--- src/rtl/flow_ctrl_multi.sv ---
// flow_ctrl_multi
// Multi-channel flow-control FSM bank. Each of NCH channels follows its own
// FIFO status flags and reports continue/pause/error/idle. The block also
// gives the upstream source aggregate status and a saturating count of
// ERROR entries.
//
// Ports:
//   clk            rising-edge clock
//   reset          asynchronous active-low reset
//   iniciar        start command shared by all channels (INIT -> IDLE)
//   full           per-channel FIFO full
//   almost_full    per-channel almost-full
//   almost_empty   per-channel almost-empty
//   empty          per-channel empty
//   clear_err      per-channel error acknowledge (only acted on in ERROR)
//   clr_count      synchronous clear of err_count
//   continuar      channel in CONTINUE
//   pausa          channel in PAUSE
//   error_full     channel in ERROR or RECOVER
//   idle           channel in IDLE
//   pausa_any      OR of pausa
//   error_any      OR of error_full
//   all_idle       AND of idle
//   err_count      saturating count of ERROR entries
module flow_ctrl_multi #(
  parameter int NCH          = 4,
  parameter int ERR_HOLD     = 2,
  parameter int AUTO_RECOVER = 1,
  parameter int CNT_W        = 8
) (
  input  logic             clk,
  input  logic             reset,
  input  logic             iniciar,
  input  logic [NCH-1:0]   full,
  input  logic [NCH-1:0]   almost_full,
  input  logic [NCH-1:0]   almost_empty,
  input  logic [NCH-1:0]   empty,
  input  logic [NCH-1:0]   clear_err,
  input  logic             clr_count,
  output logic [NCH-1:0]   continuar,
  output logic [NCH-1:0]   pausa,
  output logic [NCH-1:0]   error_full,
  output logic [NCH-1:0]   idle,
  output logic             pausa_any,
  output logic             error_any,
  output logic             all_idle,
  output logic [CNT_W-1:0] err_count
);

  localparam int HOLD_W = $clog2(ERR_HOLD + 1);
  localparam int SUM_W  = $clog2(NCH + 1);
  // Wide enough that the running count plus a full burst of entries
  // cannot overflow before the saturation compare.
  localparam int EXT_W  = ((CNT_W > SUM_W) ? CNT_W : SUM_W) + 1;

  typedef enum logic [2:0] {
    S_INIT     = 3'd0,
    S_IDLE     = 3'd1,
    S_ACTIVE   = 3'd2,
    S_PAUSE    = 3'd3,
    S_CONTINUE = 3'd4,
    S_ERROR    = 3'd5,
    S_RECOVER  = 3'd6
  } state_t;

  logic [NCH-1:0] enter_err;

  for (genvar gi = 0; gi < NCH; gi++) begin : g_ch
    state_t            state_reg;
    logic [HOLD_W-1:0] hold_reg;

    always_ff @(posedge clk or negedge reset) begin
      if (!reset) begin
        state_reg <= S_INIT;
        hold_reg  <= '0;
      end else begin
        case (state_reg)
          S_INIT: begin
            if (iniciar) state_reg <= S_IDLE;
          end
          S_IDLE: begin
            if (full[gi]) begin
              state_reg <= S_ERROR;
              hold_reg  <= HOLD_W'(1);
            end else if (!empty[gi]) begin
              state_reg <= S_ACTIVE;
            end
          end
          S_ACTIVE: begin
            if (full[gi]) begin
              state_reg <= S_ERROR;
              hold_reg  <= HOLD_W'(1);
            end else if (almost_full[gi]) begin
              state_reg <= S_PAUSE;
            end else if (empty[gi]) begin
              state_reg <= S_IDLE;
            end else if (almost_empty[gi]) begin
              state_reg <= S_CONTINUE;
            end
          end
          S_PAUSE: begin
            if (full[gi]) begin
              state_reg <= S_ERROR;
              hold_reg  <= HOLD_W'(1);
            end else if (!almost_full[gi]) begin
              state_reg <= S_ACTIVE;
            end
          end
          S_CONTINUE: begin
            if (full[gi]) begin
              state_reg <= S_ERROR;
              hold_reg  <= HOLD_W'(1);
            end else begin
              state_reg <= S_ACTIVE;
            end
          end
          S_ERROR: begin
            // FIFO flags are deliberately ignored while in ERROR.
            if (clear_err[gi]) begin
              state_reg <= S_RECOVER;
              hold_reg  <= '0;
            end else if ((AUTO_RECOVER != 0) && (hold_reg == HOLD_W'(ERR_HOLD))) begin
              state_reg <= S_RECOVER;
              hold_reg  <= '0;
            end else if (hold_reg != HOLD_W'(ERR_HOLD)) begin
              // Stop at ERR_HOLD so a non-recovering channel never wraps.
              hold_reg <= hold_reg + HOLD_W'(1);
            end
          end
          S_RECOVER: begin
            state_reg <= S_IDLE;
          end
          default: begin
            state_reg <= S_INIT;
            hold_reg  <= '0;
          end
        endcase
      end
    end

    // A channel enters ERROR exactly when full is seen in one of the
    // flag-driven states; mirrors the transitions above.
    assign enter_err[gi] = full[gi] &&
                           ((state_reg == S_IDLE)   || (state_reg == S_ACTIVE) ||
                            (state_reg == S_PAUSE)  || (state_reg == S_CONTINUE));

    assign continuar[gi]  = (state_reg == S_CONTINUE);
    assign pausa[gi]      = (state_reg == S_PAUSE);
    assign error_full[gi] = (state_reg == S_ERROR) || (state_reg == S_RECOVER);
    assign idle[gi]       = (state_reg == S_IDLE);
  end

  assign pausa_any = |pausa;
  assign error_any = |error_full;
  assign all_idle  = &idle;

  // Error-entry counter
  logic [SUM_W-1:0] entry_sum;
  logic [EXT_W-1:0] sum_ext;
  logic [CNT_W-1:0] count_next;
  logic [CNT_W-1:0] count_reg;

  always_comb begin
    entry_sum = '0;
    for (int i = 0; i < NCH; i++) begin
      entry_sum = entry_sum + SUM_W'(enter_err[i]);
    end
    sum_ext = EXT_W'(count_reg) + EXT_W'(entry_sum);
    if (clr_count) begin
      count_next = '0;
    end else if (sum_ext > {{(EXT_W - CNT_W){1'b0}}, {CNT_W{1'b1}}}) begin
      count_next = '1;
    end else begin
      count_next = sum_ext[CNT_W-1:0];
    end
  end

  always_ff @(posedge clk or negedge reset) begin
    if (!reset) begin
      count_reg <= '0;
    end else begin
      count_reg <= count_next;
    end
  end

  assign err_count = count_reg;

endmodule
--- config.mk ---
export PLATFORM = sky130hd
export DESIGN_NAME = flow_ctrl_multi
export DESIGN_NICKNAME = d
export VERILOG_FILES = /design/src/rtl/flow_ctrl_multi.sv
export SDC_FILE = /design/constraint.sdc
export NUM_CORES = 1
export LEC_CHECK = 0
export ABC_AREA = 1
export BUFFER_PORTS_ARGS = -buffer_cell sky130_fd_sc_hd__buf_4
export CORE_ASPECT_RATIO = 0.75
export CORE_MARGIN = 4
export CORE_UTILIZATION = 59
export DETAILED_ROUTE_END_ITERATION = 16
export HOLD_SLACK_MARGIN = 0.12
export PLACE_DENSITY = 0.95
export SLEW_MARGIN = 20
export SYNTH_ARGS = -nofsm -noshare
export SYNTH_HDL_FRONTEND = slang
export SYNTH_SLANG_ARGS = --single-unit
export TNS_END_PERCENT = 20
--- constraint.sdc ---
create_clock -name clk -period 6.9 [get_ports clk]
set_input_delay 0.69 -clock clk [delete_from_list [all_inputs] [get_ports clk]]
set_output_delay 0.69 -clock clk [all_outputs]
set_load 0.05 [all_outputs]
==> impl_metrics.py <==
metrics = {
    "run_status": {
        "status": "completed",
    },
    "power": {
        "power_density_nw_per_um2": 465,
        "peakVddDrop_uv": 282,
        "power.total_mw": 1.30,
        "p_leak_nw": 1.63,
    },
    "clock_network": {
        "ctsHtreeMaxLevel": 1,
        "cts.sinks": 28,
        "cts-buffers-inserted": 3,
        "clk-insertion-delay-late_ns": 0.27,
        "cts_root_buf": "clkbuf_8",
        "cts_hold_buf": 0,
        "cts-resized-gates": 0,
        "cts_tree": "built",
        "cts_buffer_depth": 2,
        "clk_pin_slew_ns": 0.10,
        "cts_setup_buffers": 0,
    },
    "sta": {
        "rsz0062_at_grt": "false",
        "min_period_ns": 3.21,
        "setup_tns_ns": 0,
        "post-route-period-util_pct": 46.5,
        "drv_slew": 0,
        "slew_headroom_pct": 74.8,
        "hold_viol_final": 0,
        "worst_slew_pin_slew_ns": 0.374,
        "max_clock_freq_mhz": 312,
        "setup_violations": 0,
        "timing.final.ws_setup_ns": 3.69,
        "finClkSkew_ns": 0.00388,
    },
    "final_layout": {
        "area_growth_pct": 20.3,
        "design_area_um2": 2800,
        "instances_no_fill": 496,
        "fill_cells": 318,
        "seq_area_um2": 701,
        "largest_reg_flops": 12,
        "drive_gt1_share_pct": 14.4,
        "multi_input_area_um2": 1340,
        "n_antenna_cell": 0,
        "fin_nets": 473,
    },
    "logic_synthesis": {
        "synth_common_cells": "nand2_1, inv_1, nand3_1, nor2_1, dfrtp_1",
        "ys_warn_count": 0,
        "synth_top_area_share_pct": 30.1,
        "yosysMostFrequentCell": "nand2_1",
        "synth_fp_nets": 420,
        "synthesis.area_um2": 2330,
        "synth_async_sr_flop_share_pct": 100,
        "ys_seq_area_share_pct": 30.1,
        "post-synth-top-area-cell": "dfrtp_1",
        "synth_flop_cell": "dfrtp_1",
        "synth_cell_types": 25,
        "avgSynthCellArea_um2": 5.94,
        "synthTopCellsByArea": "dfrtp_1, nand2_1, nand3_1",
        "ys_seq_elements": 28,
        "synth-edff-count": 0,
        "synthesis.instances": 392,
    },
    "die": {
        "dieArea_um2": 5030,
        "fp.dieW_um": 80.5,
        "initial_core_util_pct": 62.4,
        "core_um2": 3730,
        "ioPinCount": 51,
        "row_count": 19,
        "dieHeight_um": 62.4,
    },
    "place": {
        "hpwlAfterDp_um": 4910,
        "routabilityCongestion": 0.931,
        "place_ws_ns": 3.74,
        "io_buffers": 50,
        "dp.cells": 492,
        "post_dp_cell_area_um2": 2750,
    },
    "detailed_routing": {
        "num_vias": 2646,
        "totalWireLength_um": 6160,
        "ant_nets": 0,
        "route.detailed.drc": 0,
        "viasPerCell": 5.33,
        "wire_per_inst_um": 12.4,
        "dr.first_iter.drc_count": 227,
        "firstDrtPassIters": 5,
    },
    "min_path": {
        "hold_class": "primary input to asynchronous set/reset pin",
    },
    "setup_path": {
        "critical_path_arrival_ns": 3.42,
        "r2r_start": "g_ch[0].state_reg[0]",
        "cp-start-kind": "flip-flop",
        "required_ns": 7.11,
        "critPathKind": "flip-flop to flip-flop",
        "cp-end-kind": "flip-flop",
        "cp_max_fo": 9,
        "crit_path_start": "g_ch[0].state_reg[0]",
    },
    "grt": {
        "groute.usage.overall_pct": 24.9,
        "first_global_vias": 2324,
        "grt_pass1_wl_um": 10200,
        "grt-ovfl-total": 0,
        "antenna_found_initial": 0,
        "grt_max_degree": 29,
    },
    "run": {
        "maxCapViolations": 0,
    },
}
[layer usage]
layer / vias up / wire, µm / GRT usage (%)
li1: 1331 / - / -
met1: 1175 / 2710 / 35.3
met2: 130 / 2890 / 40.1
met3: 10 / 495 / 5.19
met4: 0 / 72 / 3.16
met5: - / 0 / 0
[power breakdown]
part           total, mW  switching [mW]  internal [mW]
logic              0.890           0.617          0.274
clock network      0.102          0.0512         0.0511
registers          0.310          0.0825          0.227
[final cells by class]
class | instances | area share [%]
tap | 52 | 2.32
clock buffer | 4 | 1.97
inverter | 72 | 9.65
multi-input combinational | 290 | 47.7
sequential | 28 | 25.0
timing repair buffer | 50 | 13.4
[cells by family after synthesis]
logic type / Yosys count / share of synthesized area [%]
xor+xnor: 3 / 1.13
compound gates: 37 / 8.28
simple gates: 246 / 44.8
buf+inv: 74 / 12.6
flops: 28 / 30.1
fa+ha+maj: 4 / 3.12
[final timing paths]
check | end | slack, ns | depth (start not counted)
min reg2reg | g_ch[0].hold_reg[1] | 0.50 | 2
min in group clk | g_ch[0].hold_reg[1] | 0.50 | 2
min | err_count[7] | 0.32 | 1
max | err_count[5] | 3.69 | 15
max reg2reg | err_count[5] | 3.69 | 15
max in group asynchronous | g_ch[1].state_reg[0] | 6.32 | 1
[cell usage in the layout (no fill, tap or decap), drive strengths merged]
cell type / count
nor3: 4
buf: 50
inv: 72
dfrtp: 28
nand4: 1
nand3b: 1
o21ai: 24
nor4: 1
a211oi: 1
o21a: 1
xnor2: 2
fa: 3
nand3: 65
clkbuf: 4
a31oi: 2
nor2: 61
a21oi: 9
xor2: 1
ha: 1
nand2: 113
[critical path: stages, from the launching register on]
cell and delay [ns]:
dfrtp_1 0.48, inv_1 0.13, nand2_1 0.09, nand2_1 0.08, inv_1 0.04, o21ai_0 0.31, fa_1 0.53, fa_1 0.43
inv_1 0.09, fa_1 0.20, nand2_1 0.10, nor3_2 0.30, nand2_2 0.15, nand2_1 0.09, nor2_1 0.04, nor2_1 0.07
[metrics by stage]
step | util [%] | hold WS (ns)
finish | 75.1 | 0.319
floorplan | - | 0.394
global placement | 73.6 | 0.472
detailed placement | 73.6 | 0.482
global route | 75.1 | 0.334
CTS | 75.1 | 0.328
(Power assumes the default switching activity.)
